## src/rtl/fetch_ctrl.sv

```systemverilog
// rtl/fetch_ctrl.sv - fetch-stage PC sequencer with imem handshake, skid slot and redirect flush
module fetch_ctrl #(
   parameter int              XLEN     = 64,
   parameter logic [XLEN-1:0] RESET_PC = {XLEN{1'b0}}
) (
   input  logic            Clk,
   input  logic            reset,
   input  logic            stall,
   input  logic            redirect,
   input  logic [XLEN-1:0] redirect_pc,
   output logic            imem_req,
   output logic [XLEN-1:0] imem_addr,
   input  logic            imem_ack,
   input  logic [31:0]     imem_rdata,
   output logic            if_valid,
   output logic [XLEN-1:0] if_pc,
   output logic [31:0]     if_instr,
   output logic            misalign_err
);

   typedef enum logic [1:0] {
      ST_IDLE  = 2'd0,
      ST_FETCH = 2'd1,
      ST_HOLD  = 2'd2,
      ST_FLUSH = 2'd3
   } state_t;

   state_t          state_q, state_d;
   logic [XLEN-1:0] pc_q, pc_d;
   logic [XLEN-1:0] addr_q, addr_d;
   logic [XLEN-1:0] skid_pc_q, skid_pc_d;
   logic [31:0]     skid_instr_q, skid_instr_d;
   logic            skid_valid_q, skid_valid_d;
   logic            out_valid_q, out_valid_d;
   logic [XLEN-1:0] out_pc_q, out_pc_d;
   logic [31:0]     out_instr_q, out_instr_d;
   logic            misalign_q, misalign_d;
   logic [XLEN-1:0] redirect_aligned;
   logic            slot_free;

   // The low two bits of a redirect target are dropped; the word-aligned address is fetched.
   assign redirect_aligned = {redirect_pc[XLEN-1:2], 2'b00};

   // The output slot can take a new word if it is empty or being consumed this cycle.
   assign slot_free = !out_valid_q || !stall;

   // Next-state and datapath decisions; redirect overrides stall and ack in every state.
   always_comb begin
      state_d      = state_q;
      pc_d         = pc_q;
      skid_pc_d    = skid_pc_q;
      skid_instr_d = skid_instr_q;
      skid_valid_d = skid_valid_q;
      out_valid_d  = out_valid_q && stall;
      out_pc_d     = out_pc_q;
      out_instr_d  = out_instr_q;
      misalign_d   = 1'b0;

      if (redirect) begin
         pc_d         = redirect_aligned;
         misalign_d   = |redirect_pc[1:0];
         out_valid_d  = 1'b0;
         skid_valid_d = 1'b0;
         unique case (state_q)
            ST_FETCH: state_d = imem_ack ? ST_FETCH : ST_FLUSH;
            ST_FLUSH: state_d = ST_FLUSH;
            default:  state_d = ST_FETCH;
         endcase
      end else begin
         unique case (state_q)
            ST_IDLE: begin
               state_d = ST_FETCH;
            end
            ST_FETCH: begin
               if (imem_ack) begin
                  pc_d = pc_q + XLEN'(4);
                  if (slot_free) begin
                     out_valid_d = 1'b1;
                     out_pc_d    = pc_q;
                     out_instr_d = imem_rdata;
                  end else begin
                     skid_valid_d = 1'b1;
                     skid_pc_d    = pc_q;
                     skid_instr_d = imem_rdata;
                     state_d      = ST_HOLD;
                  end
               end
            end
            ST_HOLD: begin
               if (!stall) begin
                  out_valid_d  = 1'b1;
                  out_pc_d     = skid_pc_q;
                  out_instr_d  = skid_instr_q;
                  skid_valid_d = 1'b0;
                  state_d      = ST_FETCH;
               end
            end
            ST_FLUSH: begin
               // The stale response is dropped; the redirect target is fetched next.
               if (imem_ack) begin
                  state_d = ST_FETCH;
               end
            end
            default: begin
               state_d = ST_IDLE;
            end
         endcase
      end

      // The request address is frozen while a flushed request is still in flight.
      addr_d = (state_d == ST_FLUSH) ? addr_q : pc_d;
   end

   // FSM state register.
   always_ff @(posedge Clk) begin
      if (reset) begin
         state_q <= ST_IDLE;
      end else begin
         state_q <= state_d;
      end
   end

   // PC, request address, skid slot and IF/ID output registers.
   always_ff @(posedge Clk) begin
      if (reset) begin
         pc_q         <= RESET_PC;
         addr_q       <= RESET_PC;
         skid_pc_q    <= '0;
         skid_instr_q <= '0;
         skid_valid_q <= 1'b0;
         out_valid_q  <= 1'b0;
         out_pc_q     <= '0;
         out_instr_q  <= '0;
         misalign_q   <= 1'b0;
      end else begin
         pc_q         <= pc_d;
         addr_q       <= addr_d;
         skid_pc_q    <= skid_pc_d;
         skid_instr_q <= skid_instr_d;
         skid_valid_q <= skid_valid_d;
         out_valid_q  <= out_valid_d;
         out_pc_q     <= out_pc_d;
         out_instr_q  <= out_instr_d;
         misalign_q   <= misalign_d;
      end
   end

   assign imem_req     = (state_q == ST_FETCH) || (state_q == ST_FLUSH);
   assign imem_addr    = addr_q;
   assign if_valid     = out_valid_q;
   assign if_pc        = out_pc_q;
   assign if_instr     = out_instr_q;
   assign misalign_err = misalign_q;

endmodule

```

## config.mk

```make
export PLATFORM = sky130hd
export DESIGN_NAME = fetch_ctrl
export DESIGN_NICKNAME = d
export VERILOG_FILES = /design/src/rtl/fetch_ctrl.sv
export SDC_FILE = /design/constraint.sdc
export NUM_CORES = 1
export LEC_CHECK = 0
export ABC_AREA = 1
export CAP_MARGIN = 30
export CORE_MARGIN = 3
export CORE_UTILIZATION = 30
export DETAILED_ROUTE_END_ITERATION = 12
export GPL_ROUTABILITY_DRIVEN = 0
export PLACE_DENSITY = 0.51
export SLEW_MARGIN = 20
export SYNTH_ARGS = -nofsm -noshare
export SYNTH_HDL_FRONTEND = slang
export SYNTH_SLANG_ARGS = --single-unit
```

## constraint.sdc

```tcl
create_clock -name Clk -period 5.46 [get_ports Clk]
set_input_delay 1.092 -clock Clk [delete_from_list [all_inputs] [get_ports Clk]]
set_output_delay 1.092 -clock Clk [all_outputs]
set_load 0.05 [all_outputs]
```

# Word level (Yosys, flattened, before mapping)
# Cells that the tools add are included.
[totals]
reg_bits = 324
latchBits = 0
ramBits = 0
romBits = 0
output_inout_bits = 163
mem_count = 0
[op_classes]
n_addsub = 1
n_mul = 0
n_div = 0
magnitude_cmp = 0
n_eq_ne = 7
shifts = 0
mux = 23
bitwise = 2
reduce_logical = 12
[op_table]
columns = ["cell", "n"]
rows = [
  ["$mux W64", 6],
  ["$pmux W64 S2", 1],
  ["$mux W32", 3],
  ["$add A64 B3 Y64 const B", 1],
  ["$pmux W32 S2", 1],
  ["$mux W2", 6],
  ["$pmux W2 S4", 1],
  ["$eq A2 B2 Y1 const B", 3],
  ["$ne A2 B2 Y1 const B", 3],
  ["$reduce_or A2 Y1", 3],
  ["$reduce_and A5 Y1", 1],
  ["$pmux W2 S2", 1],
  ["$reduce_and A4 Y1", 1],
  ["$mux W1", 3],
  ["$eq A2 B1 Y1 const B", 1],
  ["$logic_not A1 Y1", 2],
  ["$logic_not A2 Y1", 1],
  ["$logic_or A1 B1 Y1", 2],
  ["$not A1 Y1", 2],
  ["$pmux W1 S2", 1],
  ["$reduce_bool A2 Y1", 1],
  ["$logic_and A1 B1 Y1", 1],
]

# Depth between registers and ports, before layout
[depth]
word_depth = 7
mapped_depth = 15
depth_no_buf = 14

# Worst setup path after synthesis
# No wires, ideal clock.
[synth_timing]
path_kind = "flip-flop to output port"
start = "register state_q[1]"
end = "output imem_req"
arrival_time_ns = 1.390
slack_ns = 2.978
stages_incl_launch_ff = 6
n_path_buf = 2
path_cell_list = "dfxtp_1 > inv_1 > ha_1 > buf_4 > clkbuf_1 > or2_2"
[synth_between]
elab_chain_len = 2
elab_cells_between_ends = 3
cone_classes = "eq/ne: 2; reduce/logical: 1"
[synth_lines]
columns = ["item", "line", "rtl"]
rows = [
  ["start, declared", "28", "state_t state_q, state_d;"],
  ["start signal, assigned", "119", "state_q <= state_d;"],
  ["$eq A2 B1 Y1 / $eq A2 B2 Y1 (equally long branches)", "148", "assign imem_req = (state_q == ST_FETCH) || (state_q == ST_FLUSH);"],
  ["$logic_or A1 B1 Y1 *", "148", ""],
  ["end, declared", "11", "output logic imem_req,"],
]
# Every way passes the cells marked *; elsewhere a longest branch is shown, timed or not.

# Final worst setup path
# Same ends and word-level chain as after synthesis.

==> results.yml <==
finish:
  nFillCells: 5237
  area_growth_pct: 28.5
  seq_area_mm2: 0.00649
  final_core_util_pct: 39.4
  n_antenna_cell: 0
  finalNetCount: 2530
  multi_input_area_mm2: 0.00700
  layout-drive-gt1-share_pct: 4.12
floorplan:
  floorplan.io_pins: 264
  coreArea_mm2: 0.0494
  rows: 81
  die_x_um: 231
  die_h_um: 231
  die_area_mm2: 0.0532
  start_util_pct: 30.7
clocking:
  cts_htree_levels: 2
  clkLatencyLatePin_ns: 0.57
  clockBufferDepth: 3
  tritoncts: "yes"
  clock-root-buffer: "clkbuf_16"
  cts_buffers: 40
  clkTransAtPathRegs_ns: 0.05
  cts_hold_buffers: 0
  post_cts_resize_count: 0
  cts.sinks: 324
  postCtsSetupRepairBufs: 0
synth:
  dominantRegCellSynth: "dfxtp_1"
  synth_edf_count: 0
  async_flop_share_pct: 0
  avgSynthCellArea_um2: 6.76
  ys_ff_latch: 324
  synth_area_mm2: 0.0151
  yosys-top-cells-area: "dfxtp_1, a21oi_1, nand2_1"
  synth_top_cell_area_share_pct: 42.8
  ys_seq_area_share_pct: 42.8
  syn_inst: 2239
  synth_fp_nets: 2346
  synth_cell_types: 35
  synth_top_cell_by_area: "dfxtp_1"
  synthMostInstantiatedCell: "nand2_1"
  yosysWarnings: 0
  synth_commonest_cells: "nand2_1, a21oi_1, dfxtp_1"
worst_hold_path:
  hp-class: "flip-flop to flip-flop"
  hold-path-cell-count: 2
power:
  power.leakage_nw: 8.28
  total_power_mw: 6.35
  p_comb_share_pct: 17.1
  seq_power_share_pct: 40.8
  p_clk_share_pct: 42.1
  ir_worst_vdd_mv: 0.167
  swShare_pct: 29.7
  netSwitchingPower_mw: 1.88
  power.internal_mw: 4.46
  p_per_area_mw_per_mm2: 326
timing:
  finalHoldViolCount: 0
  min_period_over_period_pct: 73.3
  slew_headroom_pct: 40.6
  min_period_ns: 4.00
  finClkSkew_ns: 0.0301
  grt_setup_unrepaired: "false"
  slew_viol_final: 0
  fmax_mhz: 250
  setup-tns-final_ns: 0
  worst_pin_slew_ns: 0.890
  setup_viol: 0
global_routing:
  antenna_found_initial: 2
  grt_overflow: 0
  grtUsageTotal_pct: 19.9
  grt_pass1_vias: 14000
  grt_start_max_net_pins: 193
  grt_pass1_wl_um: 83600
critical_path:
  r2r_cells: 13
  worstPathArrival_ns: 2.91
  critPathMaxFanout: 19
  crit_required_ns: 4.37
  cp-end-kind: "primary output"
  cp-start-kind: "flip-flop"
  setup.worst_path.class: "flip-flop to primary output"
run:
  maxCapViolations: 0
place:
  io_buffers: 263
  dpl.hpwl_um: 39300
drt:
  drt-pass1-iter-count: 7
  drcViolationCount: 0
  drtAntennaViolNets: 0
  drtIter0Drc: 1275
  vias: 15300
  drt-total-wl_um: 55000
  avgViaCountPerCell: 4.90
  wl_per_cell_um: 17.6
status:
  outcome: "finished, final reports clean"
-- power groups by stage --
stage	Clock (mW)	Sequential [mW]	Combinational [mW]
4_1_cts	2.76	2.59	1.09
5_1_grt	2.84	2.60	1.17
3_3_place_gp	0	2.64	1.08
2_1_floorplan	0	2.93	0.367
6_report	2.67	2.59	1.09
3_5_place_dp	0	2.64	1.08
-- critical path, stage by stage (launching register included) --
cell and delay (ns):
dfxtp_1 0.36, inv_1 0.15, ha_1 0.76, or2_2 0.27, clkdlybuf4s50_1 0.81
-- final timing paths --
path,to,slack [ns],from
worst max-delay path,imem_req,1.46,state_q[1]
worst min-delay path,imem_addr[0],0.49,pc_q[0]
worst max register to register,imem_addr[23],2.32,state_q[1]
worst min register to register,imem_addr[0],0.49,pc_q[0]
-- cell type report --
class | instances | share of cell area (%)
clock inverter | 9 | 0.726
multi-input combinational | 1504 | 36.0
sequential | 324 | 33.3
timing repair buffer | 278 | 14.3
inverter | 275 | 5.35
clock buffer | 60 | 6.00
tap | 664 | 4.27
-- routing by layer --
metal  vias to the layer above  global-route usage, %  share of wire, %  routed length, µm
met3                        82                   3.47               6.4               3530
met2                       521                   28.9                42              22800
met1                      7018                   29.9                49              27200
met5                         -                      0             0.024                 13
met4                         2                   5.91               2.5               1390
li1                       7640                      -                 -                  -
-- sequential cells by signal, indices dropped and copies added, names as in the netlist --
name	count
skid_pc_q	64
if_pc	64
if_valid	1
state_q	2
misalign_err	1
if_instr	32
skid_instr_q	32
pc_q	64
imem_addr	64
-- logic make-up (layout without fill, tap and decap cells) --
logic type / count (synthesis) / after routing / synth area share (%)
flops: 324 / 324 / 42.8
buf+inv: 411 / 622 / 11.0
compound gates: 589 / 589 / 19.6
xor+xnor: 2 / 2 / 0.116
fa+ha+maj: 6 / 6 / 0.496
simple gates: 907 / 907 / 25.9
-- layout by cell type, fill, tap and decap left out, types with 5 or more instances in the layout --
cell             instances
a21oi_1                339
buf_4                   11
clkbuf_1                13
clkbuf_16               42
clkbuf_8                 5
clkdlybuf4s50_1        261
dfxtp_1                324
ha_1                     5
inv_1                  269
nand2_1                360
nand2_2                  5
nand3_1                168
nand3b_1                43
nand4_1                 20
nor2_1                 280
nor2_2                   5
nor3_1                  13
o21ai_0                241
or2_2                    5
-- metrics by stage --
stage	hold slack (ns)	worst slack, ns	std cells	instance area, µm²
3_3_place_gp	0.473	1.66	3043	18100
2_1_floorplan	0.450	2.98	2239	15100
6_report	0.493	1.46	3114	19500
3_5_place_dp	0.482	1.63	3043	18100
4_1_cts	0.495	1.43	3112	19400
5_1_grt	0.511	1.37	3114	19500
(Power assumes the default switching activity.)
